## src/rtl/count_seq_ctrl.sv

```systemverilog
// Sequencing controller for small up/down counters: loads a start value, steps to a
// terminal value, repeats for a programmed number of passes, with pause/resume and abort.
//
// state | meaning
// ------+---------------------------------------------------------------
// IDLE  | waiting for start; Y and pass_cnt hold their last values
// LOAD  | one cycle: Y <= start value, pass_cnt <= 0
// RUN   | stepping Y toward the end value, one step per edge
// HOLD  | paused; start resumes from frozen Y, stop aborts to IDLE
// DONE  | one-cycle done pulse, then back to IDLE
module count_seq_ctrl #(
    parameter int WIDTH  = 4,
    parameter int PASS_W = 4
) (
    input  logic              clock,
    input  logic              clear,
    input  logic              start,
    input  logic              stop,
    input  logic              dir,
    input  logic [WIDTH-1:0]  limit,
    input  logic [PASS_W-1:0] passes,
    output logic [WIDTH-1:0]  Y,
    output logic [PASS_W-1:0] pass_cnt,
    output logic              busy,
    output logic              tc,
    output logic              done
);

    typedef enum logic [2:0] {
        IDLE = 3'd0,
        LOAD = 3'd1,
        RUN  = 3'd2,
        HOLD = 3'd3,
        DONE = 3'd4
    } state_t;

    state_t              state;
    state_t              state_nx;
    logic [WIDTH-1:0]    y_nx;
    logic [PASS_W-1:0]   pass_cnt_nx;
    logic                dir_q;
    logic                dir_nx;
    logic [WIDTH-1:0]    limit_q;
    logic [WIDTH-1:0]    limit_nx;
    logic [PASS_W-1:0]   passes_q;
    logic [PASS_W-1:0]   passes_nx;
    logic [WIDTH-1:0]    start_val;
    logic [WIDTH-1:0]    end_val;
    logic [PASS_W:0]     pass_next;

    assign start_val = dir_q ? '0 : limit_q;
    assign end_val   = dir_q ? limit_q : '0;
    // One bit wider so the pass compare cannot overflow at the top of the range.
    assign pass_next = {1'b0, pass_cnt} + (PASS_W+1)'(1);

    assign busy = (state == LOAD) || (state == RUN) || (state == HOLD);
    assign tc   = (state == RUN) && (Y == end_val);
    assign done = (state == DONE);

    always_ff @(posedge clock) begin
        if (clear) begin
            state    <= IDLE;
            Y        <= '0;
            pass_cnt <= '0;
            dir_q    <= 1'b1;
            limit_q  <= '0;
            passes_q <= '0;
        end else begin
            state    <= state_nx;
            Y        <= y_nx;
            pass_cnt <= pass_cnt_nx;
            dir_q    <= dir_nx;
            limit_q  <= limit_nx;
            passes_q <= passes_nx;
        end
    end

    always_comb begin
        state_nx    = state;
        y_nx        = Y;
        pass_cnt_nx = pass_cnt;
        dir_nx      = dir_q;
        limit_nx    = limit_q;
        passes_nx   = passes_q;
        case (state)
            IDLE: begin
                if (start && !stop) begin
                    dir_nx    = dir;
                    limit_nx  = limit;
                    passes_nx = passes;
                    if (passes == '0) begin
                        // Zero completed passes out of zero requested.
                        pass_cnt_nx = '0;
                        state_nx    = DONE;
                    end else begin
                        state_nx = LOAD;
                    end
                end
            end
            LOAD: begin
                y_nx        = start_val;
                pass_cnt_nx = '0;
                state_nx    = RUN;
            end
            RUN: begin
                if (stop) begin
                    state_nx = HOLD;
                end else if (Y != end_val) begin
                    y_nx = dir_q ? (Y + WIDTH'(1)) : (Y - WIDTH'(1));
                end else if (pass_next < {1'b0, passes_q}) begin
                    y_nx        = start_val;
                    pass_cnt_nx = pass_next[PASS_W-1:0];
                end else begin
                    pass_cnt_nx = passes_q;
                    state_nx    = DONE;
                end
            end
            HOLD: begin
                if (stop) begin
                    state_nx = IDLE;
                end else if (start) begin
                    state_nx = RUN;
                end
            end
            DONE: begin
                state_nx = IDLE;
            end
            default: begin
                state_nx = IDLE;
            end
        endcase
    end

endmodule

```

## config.mk

```make
export PLATFORM = sky130hd
export DESIGN_NAME = count_seq_ctrl
export DESIGN_NICKNAME = d
export VERILOG_FILES = /design/src/rtl/count_seq_ctrl.sv
export SDC_FILE = /design/constraint.sdc
export NUM_CORES = 1
export LEC_CHECK = 0
export ABC_AREA = 1
export CAP_MARGIN = 20
export CORE_ASPECT_RATIO = 0.6
export CORE_MARGIN = 2
export CORE_UTILIZATION = 56
export DETAILED_ROUTE_END_ITERATION = 16
export PLACE_DENSITY = 0.84
export SYNTH_ARGS = -nofsm -noshare
export SYNTH_HDL_FRONTEND = slang
export SYNTH_SLANG_ARGS = --single-unit
```

## constraint.sdc

```tcl
create_clock -name clock -period 3.27 [get_ports clock]
set_clock_uncertainty 0.15 [all_clocks]
set_input_delay 0.654 -clock clock [delete_from_list [all_inputs] [get_ports clock]]
set_output_delay 0.654 -clock clock [all_outputs]
set_load 0.02 [all_outputs]
```

==> results of run 1 <==
==> synth_stat cells <==
master | count | share of area, %
sky130_fd_sc_hd__nand2_1 | 55 | 15
sky130_fd_sc_hd__xnor2_1 | 2 | 1.3
sky130_fd_sc_hd__nand3_2 | 2 | 1.5
sky130_fd_sc_hd__ha_1 | 6 | 5.6
sky130_fd_sc_hd__inv_1 | 28 | 7.8
sky130_fd_sc_hd__buf_6 | 1 | 0.83
sky130_fd_sc_hd__nand2_2 | 1 | 0.46
sky130_fd_sc_hd__nand2_4 | 2 | 1.7
sky130_fd_sc_hd__o21ai_0 | 13 | 4.8
sky130_fd_sc_hd__nand3_1 | 18 | 6.7
sky130_fd_sc_hd__nor3_1 | 4 | 1.5
sky130_fd_sc_hd__a21oi_1 | 15 | 5.6
sky130_fd_sc_hd__o211ai_1 | 1 | 0.56
sky130_fd_sc_hd__buf_2 | 1 | 0.37
sky130_fd_sc_hd__clkbuf_1 | 2 | 0.56
sky130_fd_sc_hd__o21bai_1 | 1 | 0.56
sky130_fd_sc_hd__nor2_1 | 20 | 5.6
sky130_fd_sc_hd__dfxtp_1 | 20 | 30
sky130_fd_sc_hd__nand4_1 | 7 | 3.2
sky130_fd_sc_hd__nor2_4 | 1 | 0.83
sky130_fd_sc_hd__fa_1 | 1 | 1.5
sky130_fd_sc_hd__inv_2 | 2 | 0.56
sky130_fd_sc_hd__nor2_2 | 4 | 1.9
sky130_fd_sc_hd__xor2_1 | 2 | 1.3
sky130_fd_sc_hd__a31oi_1 | 1 | 0.46
==> power breakdown <==
group | leakage (uW) | internal, uW | switching (uW)
Clock | 0.0000288 | 107 | 83.2
Sequential | 0.000163 | 298 | 68.5
Combinational | 0.000594 | 256 | 456
==> stage by stage <==
step                      power (uW)  worst slack, ps  hold slack [ps]
after global routing            1360              321              355
after floorplan                  863             1110              300
final                           1270              465              344
after global placement          1030              865              323
after CTS                       1250              506              338
after detailed placement        1060              795              327
==> how the worst max path moves through the flow <==
stage	slack (ps)	to	start
floorplan	1110	Y[0]$_SDFFE_PP0P_	pass_cnt[0]$_SDFFE_PP0P_
detailed placement	790	tc	dir_q$_SDFFE_PP1P_
CTS	510	tc	Y[0]$_SDFFE_PP0P_
global placement	860	tc	dir_q$_SDFFE_PP1P_
finish	470	tc	Y[0]$_SDFFE_PP0P_
global route	320	tc	dir_q$_SDFFE_PP1P_
==> sequential cells by signal, indices dropped and copies added, names as in the netlist <==
name,cells
state,3
limit_q,4
Y,4
passes_q,4
dir_q,1
pass_cnt,4
==> metal layers <==
metal  share of wire (%)  vias to the layer above  global-route usage (%)
li1                    -                      726                       -
met1                  42                      657                    36.1
met2                  44                       90                    42.8
met3                  13                        9                    7.53
met4                 1.4                        0                    9.39
met5                   0                        -                       0
==> layout make-up <==
type / instances / area share, %
repair buffers: 23 / 14.0
inverters: 30 / 6.83
multi-input cells: 156 / 49.3
flip-flops and latches: 20 / 24.3
well taps: 30 / 2.28
clock buffers: 4 / 3.34
==> worst max-delay path, delay by kind of cell (launching register included) <==
kind / cells / cell delay, ps
and+or+nand+nor: 4 / 460
DFF: 1 / 480
buffers and inverters: 3 / 790
==> logic make-up (layout without fill, tap and decap cells) <==
group | after synthesis | after routing | share of synthesized area, %
AOI/OAI and AO/OA | 31 | 31 | 12.0
xor gates and xnor gates | 4 | 4 | 2.60
DFF | 20 | 20 | 29.7
buffers and inverters | 34 | 57 | 10.1
adders and majority gates | 7 | 7 | 7.05
and+or+nand+nor | 114 | 114 | 38.6
==> metrics list, run 1 <==
- The worst pin sits at a relative slew slack of 73.6%.
* Flop and latch count out of synthesis: 20
* Final hold violation count: 0
- Residual antenna-violating net count after detailed routing: 0
- Power spread over the standard cell area amounts to 770 nW/um2.
* Final Core Density: 73.9%
* Clk Latency, worst-skew pair: 260 ps
* Number of buffers created by CTS: 3
- The library cell used most frequently in the layout, excluding fill and tap cells, is sky130_fd_sc_hd__nand2_1.
- The total overflow left after global routing is 0.
- Share of the yosys chip area belonging to registers: 29.7%
* Required arrival time at the worst endpoint: 2470 ps
- The first TritonRoute pass finished after 5 iterations.
* Post-synthesis to final-layout area growth: 22.2%
- Avg Synthesized Cell Area: 6.42 um2
- The repair_antennas step left the layout with diodes totalling 0.
* Unique cell type count in the Yosys netlist: 25
* Arrival time at the worst endpoint: 2000 ps
- For the pin with the worst max-slew slack, the measured transition is 395 ps.
* Die width: 67.4 um
- Clock edge transition at the registers on the reported setup and hold paths: 80 ps
- Routability cong.: 0.983
- The first global-routing pass estimated 5.86 mm of wire.
- Area used by sequential logic in the layout: 400 um2
- Net count after synthesis: 230
* Area post-placement: 1590 um2
- The filler cells instantiated in the layout total 178.
- Max-cap violations in this run came to 0.
- Entering global routing, the biggest net connects 16 pins.
* Hold path endpoint: passes_q[2]$_SDFFE_PP0P_
- Type of element capturing the critical path: output pin
- Detailed Route Iter0 Violations: 101
- Summing over every cut layer, the via total after detailed routing is 1482.
- Via density per instance: 5.63
- In this run the number of H-tree levels came out at 1.
* Share of the clock period used by the worst path after layout: 85.8%
- Number of instances in the synthesized netlist: 210
* Slowest stage cell, crit path: sky130_fd_sc_hd__clkdlybuf4s50_1
- Initial core utilization: 60.5%
- Derived from the worst setup path, the maximum achievable clock frequency is 0.357 GHz.
- Path type of the worst setup path: reg2out
- Core Area: 2230 um2
- The number of hold buffers added after CTS was 0.
- Area of the die: 2830 um2
- Post-CTS setup buffer count: 0
* Hold path start: passes_q[2]$_SDFFE_PP0P_
- The synthesized netlist occupies a cell area of 1350 um2.
* Critical path startpoint category: flop
* CP Cell Sequence: inv_1 -> nand3_1 -> nand2_1 -> nor2_2 -> nand3_1 -> inv_1 -> clkdlybuf4s50_1
* Standard-cell row count: 13
- Root cell of the clock tree: sky130_fd_sc_hd__clkbuf_8
* Number of max-slew violations in the final report: 0
* Number of nets in the final layout: 254
- Post-layout instance count excluding filler cells: 263
- Setup violations remaining at the end of the flow were counted as 0.
- The longest clock path from root to sink contains 2 buffers.
- The number of antenna violations at the first check in global routing was 0.
- Sum of net half-perimeters after detailed placement: 2.69 mm
* Layout cell share with drive strength beyond 1: 6.87%
* Lkg Pwr: 0.000786 uW
* Yosys warns: 0
* Commonest cells after routing, fill and taps aside: sky130_fd_sc_hd__nand2_1, sky130_fd_sc_hd__inv_1, sky130_fd_sc_hd__clkdlybuf4s50_1, sky130_fd_sc_hd__dfxtp_1, sky130_fd_sc_hd__nor2_1
- The worst hold path belongs to the class reg2reg.
* Total negative slack for setup checks: 0 ps
- After detailed placement, the design holds a cell count of 259.
- Routed wire per std cell: 13.5 um
* CTS tree: done
- Along the worst hold path, the cell count comes to 2.
- Die Y-Extent: 42.0 um
- After detailed routing, the number of remaining DRC violations is 0.
* Number of global-route vias before repair: 1327
- For this block, the routed nets add up to 3.55 mm of wire.
- Critical path fanouts, max: 6
- IO Port Bufs: 23
- In the final layout, the multi-input gates occupy 812 um2.
* Status: finished, final reports clean
* Fin crit period: 2800 ps
* Worst Reg2Reg Path Length in Cells: 11
* Clock sink count: 20
- Slack of the worst reg-to-reg path: 850 ps
- Reg2Reg Launch Point: pass_cnt[0]$_SDFFE_PP0P_
- Largest stage delay on the critical path: 590 ps
* Largest voltage drop on the vdd net: 0.511 mV
- I/O pin total: 24
- Setup repair after global routing left no endpoint under its margin.
- Finished layout cell area: 1650 um2
* Capture instance of the worst register-to-register path: Y[3]$_SDFFE_PP0P_
- Post-CTS Resized: 0
- In the global route stage, overall resource usage came out at 27.3%.
(Power assumes the default switching activity.)
==> run 2, diff against run 1 <==
CTS_CLUSTER_SIZE = 8   (was unset)
==> results of run 2 <==
Final layout, timing and power as in run 1 (identical DEF).
